File: src/rtl/window_count_detector.sv
// Serial-stream window detector: pulses when the trailing WIN accepted bits hold a programmed
// count of 1s (exact or at-least). Optional saturating hit counter enabled by WCD_HIT_CNT_EN.
module window_count_detector #(
    parameter int WIN   = 3,
    parameter int CW    = $clog2(WIN + 1),
    parameter int HIT_W = 16
) (
    input  logic          clk,
    input  logic          rstb,
    input  logic          enable,
    input  logic          in_valid,
    input  logic          serial_pattern,
    input  logic [CW-1:0] target_count,
    input  logic          cmp_mode,
    output logic          pattern_detected,
    output logic          window_full,
    output logic [CW-1:0] ones_count
`ifdef WCD_HIT_CNT_EN
    ,
    output logic [HIT_W-1:0] hit_count
`endif
);

    localparam logic [CW-1:0] WIN_CW = CW'(WIN);
    localparam logic [CW-1:0] ONE_CW = {{(CW-1){1'b0}}, 1'b1};

    if ((WIN < 32'sd2) || (WIN > 32'sd64) || (HIT_W < 32'sd1)) begin : g_bad_params
        $error("window_count_detector: illegal WIN or HIT_W");
    end

    logic [WIN-1:0] hist_r;
    logic [CW-1:0]  fill_r;
    logic [CW-1:0]  ones_r;
    logic           window_full_r;
    logic           pattern_detected_r;

    logic           full_s;
    logic [CW-1:0]  add_s;
    logic [CW-1:0]  drop_s;
    logic [CW-1:0]  ones_next_s;
    logic [CW-1:0]  fill_next_s;
    logic           cmp_s;
    logic           match_s;

    // Post-accept window view: the oldest bit only leaves the count once the window is full.
    always_comb begin
        full_s = (fill_r == WIN_CW);
        add_s  = {{(CW-1){1'b0}}, serial_pattern};
        if (full_s) begin
            drop_s      = {{(CW-1){1'b0}}, hist_r[WIN-1]};
            fill_next_s = fill_r;
        end else begin
            drop_s      = {CW{1'b0}};
            fill_next_s = fill_r + ONE_CW;
        end
        ones_next_s = ones_r + add_s - drop_s;
        if (cmp_mode) begin
            cmp_s = (ones_next_s >= target_count);
        end else begin
            cmp_s = (ones_next_s == target_count);
        end
        match_s = (fill_next_s == WIN_CW) && cmp_s;
    end

    // Window history, fill tracking, running count and registered match pulse.
    always_ff @(posedge clk or negedge rstb) begin
        if (!rstb) begin
            hist_r             <= {WIN{1'b0}};
            fill_r             <= {CW{1'b0}};
            ones_r             <= {CW{1'b0}};
            window_full_r      <= 1'b0;
            pattern_detected_r <= 1'b0;
        end else if (!enable) begin
            hist_r             <= {WIN{1'b0}};
            fill_r             <= {CW{1'b0}};
            ones_r             <= {CW{1'b0}};
            window_full_r      <= 1'b0;
            pattern_detected_r <= 1'b0;
        end else if (in_valid) begin
            hist_r             <= {hist_r[WIN-2:0], serial_pattern};
            fill_r             <= fill_next_s;
            ones_r             <= ones_next_s;
            window_full_r      <= (fill_next_s == WIN_CW);
            pattern_detected_r <= match_s;
        end else begin
            pattern_detected_r <= 1'b0;
        end
    end

    assign pattern_detected = pattern_detected_r;
    assign window_full      = window_full_r;
    assign ones_count       = ones_r;

`ifdef WCD_HIT_CNT_EN
    localparam logic [HIT_W-1:0] HIT_MAX = {HIT_W{1'b1}};
    localparam logic [HIT_W-1:0] HIT_ONE = {{(HIT_W-1){1'b0}}, 1'b1};

    logic [HIT_W-1:0] hit_r;

    // Counts registered pulses, so it trails pattern_detected by one cycle; saturates.
    always_ff @(posedge clk or negedge rstb) begin
        if (!rstb) begin
            hit_r <= {HIT_W{1'b0}};
        end else if (!enable) begin
            hit_r <= {HIT_W{1'b0}};
        end else if (pattern_detected_r && (hit_r != HIT_MAX)) begin
            hit_r <= hit_r + HIT_ONE;
        end else begin
            hit_r <= hit_r;
        end
    end

    assign hit_count = hit_r;
`endif

endmodule
File: config.mk
export PLATFORM = sky130hd
export DESIGN_NAME = window_count_detector
export DESIGN_NICKNAME = d
export VERILOG_FILES = /design/src/rtl/window_count_detector.sv
export SDC_FILE = /design/constraint.sdc
export NUM_CORES = 1
export LEC_CHECK = 0
export BUFFER_PORTS_ARGS = -buffer_cell sky130_fd_sc_hd__buf_2
export CORE_AREA = 5 5 42 44
export DETAILED_ROUTE_END_ITERATION = 16
export DIE_AREA = 0 0 47 49
export GPL_ROUTABILITY_DRIVEN = 0
export MAX_ROUTING_LAYER = met4
export SLEW_MARGIN = 20
export SYNTH_ARGS = -nofsm -noshare
export SYNTH_HDL_FRONTEND = slang
export SYNTH_SLANG_ARGS = --single-unit
File: constraint.sdc
create_clock -name clk -period 2.75 [get_ports clk]
set_clock_uncertainty 0.05 [all_clocks]
set_input_delay 0 -clock clk [delete_from_list [all_inputs] [get_ports clk]]
set_output_delay 0 -clock clk [all_outputs]
set_load 0.005 [all_outputs]
# Word level (Yosys, flattened, before mapping)
# Index checks and enable logic that the tools add are counted.
# word_totals
register_bits	9
latchBits	0
ramBits	0
romBits	0
in_bits	8
out_inout_bits	4
n_memories	0
# op_classes
n_addsub	3
multipliers	0
div_mod_pow	0
magnitude_cmp	1
n_eq_ne	4
shifts	0
n_mux	13
bitwise	0
reduce_logical	1
# op_table
op	count
2-to-1 mux 2 bit	5
2-to-1 mux 1 bit	6
2-to-1 mux 3 bit	2
equality test 2 bit, second input constant	2
adder 2 x 1 -> 2 bit	1
adder 2 x 1 -> 2 bit, second input constant	1
equality test 2 bit	1
>= comparator 2 bit	1
inequality test 2 x 1 -> 1 bit, second input constant	1
subtractor 2 bit	1
logical AND 1 bit	1

# Depth between registers and ports, before layout
# Gate-level depths: netlist of run 1.
# logic_depth
depth_word	8
depth_mapped	9
depth_no_buf	9

# Least setup slack after synthesis of run 1
# OpenSTA, ideal clock, no wires.
# synth_path
path_kind	register -> register
start	reg fill_r[1]
end	reg pattern_detected_r (netlist: pattern_detected)
arrival_ns	1.790
required_ns	2.577
slack_ns	0.786
path_stages_with_launch	10
period_less_slack_ns	1.964
path_cell_list	dfrtp_1 and3_1 ha_1 inv_1 ha_1 xnor2_1 xnor2_1 ha_1 o21ai_0 a21oi_1
# synth_via
elab_chain_len	8
# synth_rtl
element	line_no	text
start: declaration	32	logic [CW-1:0] fill_r;
start signal: assignment	69	fill_r <= {CW{1'b0}};
start signal: assignment	75	fill_r <= {CW{1'b0}};
start signal: assignment	81	fill_r <= fill_next_s;
equality test 2 bit	47	full_s = (fill_r == WIN_CW);
2-to-1 mux 1 bit	49	if (full_s) begin
subtractor 2 bit	56	ones_next_s = ones_r + add_s - drop_s;
>= comparator 2 bit / equality test 2 bit (equally long branches)	58, 60	
2-to-1 mux 1 bit	57	if (cmp_mode) begin
logical AND 1 bit *	62	match_s = (fill_next_s == WIN_CW) && cmp_s;
2-to-1 mux 1 bit *	79	end else if (in_valid) begin
2-to-1 mux 1 bit *	73	end else if (!enable) begin
end signal: assignment	84	pattern_detected_r <= match_s;
end: declaration	35	logic pattern_detected_r;
# Every way passes the cells marked *; elsewhere a longest branch is shown, timed or not.
# A chain may end at the register's enable or synchronous reset.

# Worst setup path in the final report of run 1
# Ends and elaborated chain as after synthesis.

==> impl_metrics.prom, run 1 <==
# TYPE chip_impl_metric gauge
chip_impl_metric{name="die_height",unit="um"} 49
chip_impl_metric{name="postSynthNetCount",unit=""} 57
chip_impl_metric{name="h_tree_depth_reported_by_cts",unit=""} 1
chip_impl_info{name="leading_cell_type_in_the_layout_fill_and_taps_excluded",value="sky130_fd_sc_hd__buf_2"} 1
chip_impl_metric{name="drive_gt1_frac",unit=""} 0.238
chip_impl_metric{name="cts_repair_resize_count",unit=""} 0
chip_impl_metric{name="vias_per_cell",unit=""} 4.66
chip_impl_info{name="synth_top_cells_by_area",value="sky130_fd_sc_hd__dfrtp_1 47%, sky130_fd_sc_hd__ha_1 10%, sky130_fd_sc_hd__mux2i_1 10%, sky130_fd_sc_hd__nor2b_1 9.1%, sky130_fd_sc_hd__inv_1 3.9%"} 1
chip_impl_metric{name="cell_area_after_synthesis",unit="sq um"} 483
chip_impl_metric{name="globalRouteOverflowTotal",unit=""} 0
chip_impl_info{name="outcome",value="complete, no violations"} 1
chip_impl_metric{name="drt_iter0_markers",unit=""} 9
chip_impl_metric{name="area_growth_syn_to_layout",unit="%"} 26.9
chip_impl_metric{name="fmaxAchievable",unit="MHz"} 484
chip_impl_metric{name="required",unit="ns"} 2.84
chip_impl_info{name="tritoncts",value="built"} 1
chip_impl_metric{name="post_drt_wl_per_cell",unit="um"} 11.1
chip_impl_metric{name="setup-tns-final",unit="ns"} 0
chip_impl_metric{name="rows",unit=""} 14
chip_impl_info{name="mostFrequentLayoutCells",value="11 x sky130_fd_sc_hd__buf_2, 9 x sky130_fd_sc_hd__dfrtp_1, 7 x sky130_fd_sc_hd__nor2b_1"} 1
chip_impl_metric{name="route.vias.total",unit=""} 368
chip_impl_metric{name="clock-sinks",unit=""} 9
chip_impl_metric{name="layout.filler_cells",unit=""} 152
chip_impl_metric{name="io_buffer_count",unit=""} 11
chip_impl_metric{name="drt.antenna.violating_nets",unit=""} 0
chip_impl_info{name="timing.critical_path.to_type",value="flip-flop"} 1
chip_impl_metric{name="synth-seq-cells",unit=""} 9
chip_impl_info{name="setup_repair_after_global_routing_missed_its_margin",value="no"} 1
chip_impl_metric{name="worstSkewPairLatency",unit="ns"} 0.26
chip_impl_metric{name="yosysWarnings",unit=""} 0
chip_impl_metric{name="ratio_of_final_minimum_period_to_clock_period",unit=""} 0.751
chip_impl_metric{name="synth_cell_type_count",unit=""} 17
chip_impl_metric{name="global_route.usage.met3",unit=""} 0.0443
chip_impl_metric{name="total_leakage_power",unit="nW"} 0.324
chip_impl_metric{name="dp_hpwl",unit="um"} 656
chip_impl_info{name="worst-setup-path-type",value="reg -> reg"} 1
chip_impl_metric{name="netlist.area_leader.share",unit=""} 0.466
chip_impl_metric{name="core-area",unit="sq um"} 1400
chip_impl_info{name="clock-root-buffer",value="sky130_fd_sc_hd__clkbuf_4"} 1
chip_impl_metric{name="detailedRoute.firstPassIterationCount",unit=""} 4
chip_impl_info{name="gr-max-usage-layer",value="met2"} 1
chip_impl_metric{name="grt_pass1_vias",unit=""} 353
chip_impl_metric{name="period_needed",unit="ns"} 2.07
chip_impl_metric{name="hold_ws",unit="ns"} 0.0520
chip_impl_metric{name="grt_first_pass_wirelength",unit="um"} 1490
chip_impl_metric{name="worst_setup_hold_path_clk_slew",unit="ns"} 0.06
chip_impl_metric{name="avgSynthCellArea",unit="sq um"} 10.7
chip_impl_metric{name="insertedDiodeCount",unit=""} 0
chip_impl_metric{name="die_area",unit="sq um"} 2300
chip_impl_metric{name="max_cap_violations",unit=""} 0
chip_impl_info{name="critical_path.startpoint_type",value="flip-flop"} 1
chip_impl_metric{name="slew_headroom",unit=""} 0.811
chip_impl_metric{name="finalWirelength",unit="um"} 875
chip_impl_metric{name="setup-violations-final",unit=""} 0
chip_impl_metric{name="post_synth_inst_count",unit=""} 45
chip_impl_metric{name="clock_tree.buffer_depth",unit=""} 2
chip_impl_info{name="synthDominantAreaCellType",value="sky130_fd_sc_hd__dfrtp_1"} 1
chip_impl_metric{name="grt_start_max_net_pins",unit=""} 11
chip_impl_metric{name="max_slew.worst_pin.slew",unit="ns"} 0.281
chip_impl_metric{name="finalMaxSlewViolations",unit=""} 0
chip_impl_metric{name="final_nets",unit=""} 76
chip_impl_metric{name="initial_utilization",unit=""} 0.345
chip_impl_metric{name="peakVddDrop",unit="mV"} 0.271
chip_impl_metric{name="cts_buffers",unit=""} 3
chip_impl_metric{name="multi_input_area",unit="sq um"} 224
chip_impl_metric{name="use_met1",unit=""} 0.112
chip_impl_metric{name="seq_area",unit="sq um"} 225
chip_impl_metric{name="grtUsageTotal",unit=""} 0.0908
chip_impl_metric{name="die-width",unit="um"} 47
chip_impl_metric{name="synth_sequential_area_ratio",unit=""} 0.466
chip_impl_metric{name="ios",unit=""} 12
chip_impl_metric{name="timing.final.hold_violations",unit=""} 0
chip_impl_metric{name="number_of_antenna_violations_at_the_first_check_in_global_routing",unit=""} 0
chip_impl_metric{name="residual_drc",unit=""} 0
chip_impl_metric{name="power-per-cell-area",unit="nW/um^2"} 468
chip_impl_metric{name="grt_use_met2",unit=""} 0.129
chip_impl_metric{name="finish.utilization",unit=""} 0.438
chip_impl_info{name="hold_path.class",value="in -> reg"} 1
chip_impl_metric{name="critical_path_arrival",unit="ns"} 2.16
chip_impl_metric{name="path_max_fanout",unit=""} 5
-- layer usage --
metal	up-vias	wire length, um	part of all wire
met5	-	0	0
met4	0	6	0.0069
met3	2	80	0.091
met2	11	395	0.45
met1	167	392	0.45
li1	188	-	-
-- cell families (layout without fill, tap and decap cells) --
| group | after synthesis | in the layout | share of synthesized area |
|---|---|---|---|
| fa+ha+maj | 4 | 4 | 0.104 |
| flops | 9 | 9 | 0.466 |
| simple gates | 11 | 11 | 0.135 |
| compound gates | 7 | 7 | 0.0855 |
| mux | 5 | 5 | 0.104 |
| buf+inv | 7 | 25 | 0.0699 |
| xor+xnor | 2 | 2 | 0.0363 |
-- flip-flops by register name (all words and copies together), names as in the netlist --
name,cells
ones_count,2
pattern_detected,1
hist_r,3
fill_r,2
window_full,1
-- report_power, final --
group / internal, W / switching, W / total (W) / leakage (nW)
registers: 0.000138 / 0.00000473 / 0.000143 / 0.122
clock network: 0.0000558 / 0.0000446 / 0.000100 / 0.0150
logic: 0.0000225 / 0.0000211 / 0.0000436 / 0.187
total: 0.000217 / 0.0000704 / 0.000287 / 0.324
-- layout make-up --
class                           instances  area share
Sequential cell                         9       0.367
Multi-Input combinational cell         29       0.365
Timing Repair Buffer                   15       0.155
Clock buffer                            4      0.0429
Inverter                                6      0.0367
Tap cell                               16      0.0327
-- worst max-delay path: stages (launching register included) --
cell	delay [ns]
sky130_fd_sc_hd__dfrtp_1	0.41
sky130_fd_sc_hd__and3_1	0.18
sky130_fd_sc_hd__ha_1	0.26
sky130_fd_sc_hd__inv_1	0.03
sky130_fd_sc_hd__ha_1	0.17
sky130_fd_sc_hd__xnor2_1	0.27
sky130_fd_sc_hd__xnor2_1	0.16
sky130_fd_sc_hd__ha_1	0.24
sky130_fd_sc_hd__o21ai_0	0.08
sky130_fd_sc_hd__a21oi_1	0.09
-- through the flow --
step | worst slack, ns | instances | cell area [sq um] | power [W]
finish | 0.684 | 79 | 613 | 0.000287
global route | 0.561 | 79 | 613 | 0.000313
CTS | 0.661 | 78 | 603 | 0.000294
detailed placement | 0.669 | 71 | 547 | 0.000186
floorplan | 0.786 | 45 | 483 | 0.000170
global placement | 0.713 | 71 | 547 | 0.000184
-- cell usage after synthesis --
master	instances
sky130_fd_sc_hd__buf_6	1
sky130_fd_sc_hd__o211ai_1	1
sky130_fd_sc_hd__nand3_1	1
sky130_fd_sc_hd__and3_1	1
sky130_fd_sc_hd__o21ai_0	2
sky130_fd_sc_hd__dfrtp_1	9
sky130_fd_sc_hd__nor2b_1	7
sky130_fd_sc_hd__ha_1	4
sky130_fd_sc_hd__nand2_1	1
sky130_fd_sc_hd__inv_1	5
sky130_fd_sc_hd__mux2i_1	5
sky130_fd_sc_hd__a21oi_1	2
sky130_fd_sc_hd__xnor2_1	2
sky130_fd_sc_hd__a31oi_1	1
sky130_fd_sc_hd__o31ai_1	1
sky130_fd_sc_hd__inv_2	1
sky130_fd_sc_hd__nand2b_1	1
-- final timing paths --
check | from | cells past startpoint | to | slack (ns)
min | in_valid | 3 | ones_count[1]$_DFFE_PN0P_ | 0.05
min in group asynchronous | rstb | 2 | pattern_detected$_DFF_PN0_ | 0.07
max reg2reg | fill_r[1]$_DFFE_PN0P_ | 9 | pattern_detected$_DFF_PN0_ | 0.68
max | fill_r[1]$_DFFE_PN0P_ | 9 | pattern_detected$_DFF_PN0_ | 0.68
min reg2reg | fill_r[0]$_DFFE_PN0P_ | 1 | fill_r[0]$_DFFE_PN0P_ | 0.45
max in group asynchronous | rstb | 2 | hist_r[0]$_DFFE_PN0P_ | 2.40
-- what timing repair did --
action | in CTS | in global routing
endpoints found under the hold margin | 11 | 1
hold buffers | 3 | 1
setup buffers | 0 | 0
Note: power is estimated with default switching activity, not from simulation.
==> run 2, diff against run 1 <==
- ABC_AREA: not set -> 1
- clock period: 2.75 -> 1.81 ns (I/O delays scaled with it)
==> run 2 against run 1 <==
  * Global-route usage increased by 2.1 points
  * Sequential share of layout area down 3.6 points
  * Fmax grew 15%
  * Clock power up 46%
  * Power up 56%
  * Area after synthesis down 1.8%
  * Register-to-register slack worse by 0.66 ns
  * Combinational power grew 98%
  * Synthesized cell count is 31% higher
==> impl_metrics.prom, run 2 <==
# TYPE chip_impl_metric gauge
chip_impl_info{name="outcome",value="complete, no violations"} 1
chip_impl_metric{name="cell_internal_pwr",unit="W"} 0.000335
chip_impl_metric{name="synth-xor-area-share",unit=""} 0
chip_impl_info{name="synth_top_cells_by_count",value="17 x sky130_fd_sc_hd__inv_1, 15 x sky130_fd_sc_hd__nand2_1, 9 x sky130_fd_sc_hd__dfrtp_1"} 1
chip_impl_metric{name="synth_sequential_area_ratio",unit=""} 0.475
chip_impl_metric{name="postSynthNetCount",unit=""} 71
chip_impl_metric{name="initial_utilization",unit=""} 0.338
chip_impl_metric{name="h_tree_depth_reported_by_cts",unit=""} 1
chip_impl_info{name="synth_flop_cell",value="sky130_fd_sc_hd__dfrtp_1"} 1
chip_impl_metric{name="grt_pass1_vias",unit=""} 482
chip_impl_metric{name="drive_gt1_frac",unit=""} 0.277
chip_impl_metric{name="die-width",unit="um"} 47
chip_impl_metric{name="die_area",unit="sq um"} 2300
chip_impl_metric{name="grt_start_max_net_pins",unit=""} 10
chip_impl_info{name="setup_repair_after_global_routing_missed_its_margin",value="yes"} 1
chip_impl_info{name="tritoncts",value="built"} 1
chip_impl_metric{name="peakVddDrop",unit="mV"} 0.316
chip_impl_metric{name="power-per-cell-area",unit="nW/um^2"} 658
chip_impl_metric{name="post_drt_wl_per_cell",unit="um"} 10.2
chip_impl_metric{name="synth_enable_flop_cells",unit=""} 0
chip_impl_metric{name="detailedRoute.firstPassIterationCount",unit=""} 3
chip_impl_metric{name="fraction_of_the_mapped_netlist_area_in_compound_gates",unit=""} 0.106
chip_impl_metric{name="p_switching",unit="W"} 0.000112
chip_impl_metric{name="largest_register_ffs",unit=""} 3
chip_impl_metric{name="clock_tree.buffer_depth",unit=""} 2
chip_impl_info{name="timing.critical_path.to_type",value="flip-flop"} 1
chip_impl_metric{name="route.vias.total",unit=""} 438
chip_impl_metric{name="area_growth_syn_to_layout",unit="%"} 43.3
chip_impl_metric{name="post_synth_inst_count",unit=""} 59
chip_impl_metric{name="finalWirelength",unit="um"} 1010
chip_impl_metric{name="power.share.combinational",unit=""} 0.193
chip_impl_metric{name="synth_mux_area_frac",unit=""} 0
chip_impl_metric{name="synth_simple_gate_area_frac",unit=""} 0.179
chip_impl_metric{name="grtUsageTotal",unit=""} 0.112
chip_impl_metric{name="hold_ws",unit="ns"} 0.0735
chip_impl_metric{name="worst_setup_hold_path_clk_slew",unit="ns"} 0.06
chip_impl_metric{name="globalRouteOverflowTotal",unit=""} 0
chip_impl_metric{name="swShare",unit=""} 0.250
chip_impl_metric{name="ios",unit=""} 12
chip_impl_metric{name="worstSkewPairLatency",unit="ns"} 0.25
chip_impl_metric{name="core-area",unit="sq um"} 1400
chip_impl_metric{name="finalMaxSlewViolations",unit=""} 0
chip_impl_metric{name="ratio_of_final_minimum_period_to_clock_period",unit=""} 0.989
chip_impl_metric{name="slew_headroom",unit=""} 0.860
chip_impl_info{name="synthDominantAreaCellType",value="sky130_fd_sc_hd__dfrtp_1"} 1
chip_impl_metric{name="total_leakage_power",unit="nW"} 0.371
chip_impl_metric{name="period_needed",unit="ns"} 1.79
chip_impl_info{name="leading_cell_type_in_the_layout_fill_and_taps_excluded",value="sky130_fd_sc_hd__inv_1"} 1
chip_impl_metric{name="seq_power_share",unit=""} 0.481
chip_impl_metric{name="rows",unit=""} 14
chip_impl_metric{name="synth_cell_type_count",unit=""} 12
chip_impl_metric{name="clock-sinks",unit=""} 9
chip_impl_metric{name="io_buffer_count",unit=""} 11
chip_impl_metric{name="max_cap_violations",unit=""} 0
chip_impl_metric{name="synth-seq-cells",unit=""} 9
chip_impl_info{name="critical_path.startpoint_type",value="flip-flop"} 1
chip_impl_metric{name="post_synth_arst_share",unit=""} 1.00
chip_impl_metric{name="setup-tns-final",unit="ns"} 0
chip_impl_info{name="clock-root-buffer",value="sky130_fd_sc_hd__clkbuf_4"} 1
chip_impl_metric{name="cts_buffers",unit=""} 3
chip_impl_metric{name="grt_first_pass_wirelength",unit="um"} 1810
chip_impl_info{name="synth_top_family_by_area",value="simple AND/OR/NAND/NOR gates"} 1
chip_impl_metric{name="required",unit="ns"} 1.94
chip_impl_metric{name="multi_input_area",unit="sq um"} 205
chip_impl_metric{name="residual_drc",unit=""} 0
chip_impl_metric{name="power.share.clock",unit=""} 0.326
chip_impl_metric{name="seq_area",unit="sq um"} 225
chip_impl_metric{name="drt_iter0_markers",unit=""} 1
chip_impl_metric{name="fmaxAchievable",unit="MHz"} 559
chip_impl_metric{name="path_max_fanout",unit=""} 2
chip_impl_metric{name="vias_per_cell",unit=""} 4.42
chip_impl_metric{name="yosysWarnings",unit=""} 0
chip_impl_metric{name="insertedDiodeCount",unit=""} 0
chip_impl_metric{name="drt.antenna.violating_nets",unit=""} 0
chip_impl_info{name="synth_top_cells_by_area",value="sky130_fd_sc_hd__dfrtp_1 47%, sky130_fd_sc_hd__inv_1 13%, sky130_fd_sc_hd__nand2_1 12%, sky130_fd_sc_hd__ha_1 11%, sky130_fd_sc_hd__o22ai_1 4.0%"} 1
chip_impl_metric{name="post_synth_adder_cell_area",unit=""} 0.106
chip_impl_metric{name="setup-violations-final",unit=""} 0
chip_impl_metric{name="netlist.area_leader.share",unit=""} 0.475
chip_impl_metric{name="critical_path_arrival",unit="ns"} 1.92
chip_impl_info{name="most_common_cell_in_the_netlist",value="sky130_fd_sc_hd__inv_1"} 1
chip_impl_info{name="hold_path.class",value="in -> async"} 1
chip_impl_metric{name="timing.final.hold_violations",unit=""} 0
chip_impl_metric{name="avgSynthCellArea",unit="sq um"} 8.04
chip_impl_info{name="largest-register",value="hist_r"} 1
chip_impl_metric{name="final_nets",unit=""} 96
chip_impl_metric{name="layout.filler_cells",unit=""} 146
chip_impl_metric{name="die_height",unit="um"} 49
chip_impl_info{name="worst-setup-path-type",value="reg -> reg"} 1
chip_impl_metric{name="dp_hpwl",unit="um"} 785
chip_impl_metric{name="cell_area_after_synthesis",unit="sq um"} 474
chip_impl_metric{name="timing.reg2reg.setup_slack",unit="ns"} 0.02
chip_impl_metric{name="worstRegToRegCells",unit=""} 14
chip_impl_metric{name="number_of_antenna_violations_at_the_first_check_in_global_routing",unit=""} 0
chip_impl_metric{name="max_slew.worst_pin.slew",unit="ns"} 0.210
chip_impl_info{name="mostFrequentLayoutCells",value="16 x sky130_fd_sc_hd__inv_1, 15 x sky130_fd_sc_hd__nand2_1, 11 x sky130_fd_sc_hd__buf_2"} 1
## run 2: through the flow
step / cells / utilization / total power (W) / worst slack, ns / cell area (sq um)
3_3_place_gp: 88 / 0.403 / 0.000284 / 0.00465 / 564
3_5_place_dp: 88 / 0.403 / 0.000288 / -0.0274 / 564
2_1_floorplan: 59 / - / 0.000256 / 0.0620 / 474
6_report: 99 / 0.485 / 0.000447 / 0.0198 / 679
4_1_cts: 99 / 0.485 / 0.000458 / -0.0172 / 679
5_1_grt: 99 / 0.485 / 0.000482 / -0.136 / 679
## run 2: kinds of logic after synthesis
logic type / after synthesis
DFF: 9
AOI/OAI and AO/OA: 9
adders and majority gates: 4
and+or+nand+nor: 20
buffers and inverters: 17
## run 2: path summary, 6_finish.rpt
check                                              from                    endpoint
worst max-delay path              fill_r[1]$_DFFE_PN0P_  pattern_detected$_DFF_PN0_
worst min-delay path                               rstb     window_full$_DFFE_PN0P_
worst max register to register    fill_r[1]$_DFFE_PN0P_  pattern_detected$_DFF_PN0_
worst min register to register  window_full$_DFFE_PN0P_     window_full$_DFFE_PN0P_
max in group asynchronous                          rstb       hist_r[1]$_DFFE_PN0P_
min in group clk                        target_count[0]  pattern_detected$_DFF_PN0_
## run 2: metal layers
metal / part of all wire / vias up / routed length, um / global-route usage
met5: 0 / - / 0 / -
met4: 0.012 / 0 / 12 / 0.0553
met3: 0.061 / 2 / 62 / 0.0332
met2: 0.53 / 9 / 541 / 0.188
met1: 0.39 / 198 / 397 / 0.113
li1: - / 229 / - / -
## run 2: cell type report
| type | instances | area share |
|---|---|---|
| Sequential cell | 9 | 0.331 |
| Tap cell | 16 | 0.0295 |
| Clock inverter | 1 | 0.00737 |
| Timing Repair Buffer | 20 | 0.203 |
| Clock buffer | 3 | 0.0331 |
| Multi-Input combinational cell | 33 | 0.302 |
| Inverter | 17 | 0.0939 |
## run 2: critical path, stage by stage, from the launching register on
cell and delay [ns]:
sky130_fd_sc_hd__dfrtp_1 0.38, sky130_fd_sc_hd__nand2_1 0.07, sky130_fd_sc_hd__nor2_1 0.04, sky130_fd_sc_hd__ha_1 0.26, sky130_fd_sc_hd__inv_1 0.04, sky130_fd_sc_hd__ha_2 0.17
sky130_fd_sc_hd__inv_1 0.05, sky130_fd_sc_hd__nand2_1 0.05, sky130_fd_sc_hd__nand2_1 0.07, sky130_fd_sc_hd__inv_2 0.04, sky130_fd_sc_hd__ha_4 0.26, sky130_fd_sc_hd__nand2_1 0.04
sky130_fd_sc_hd__nand2_1 0.05, sky130_fd_sc_hd__nand2_1 0.05, sky130_fd_sc_hd__a21oi_1 0.11
## run 2: repair_timing
item | in CTS | in global routing
endpoints found under the setup margin | 1 | 1
endpoints found under the hold margin | 13 | 0
gates resized for setup | 4 | 0
pin swaps | 5 | 3
setup buffers | 1 | 0
hold buffers | 6 | 0
## run 2: power by group through the flow
stage               logic [W]  clock network, W  registers (W)
floorplan           0.0000365                 0       0.000219
global placement    0.0000660                 0       0.000218
detailed placement  0.0000694                 0       0.000219
CTS                 0.0000878          0.000155       0.000215
global route         0.000101          0.000165       0.000215
finish              0.0000865          0.000146       0.000215
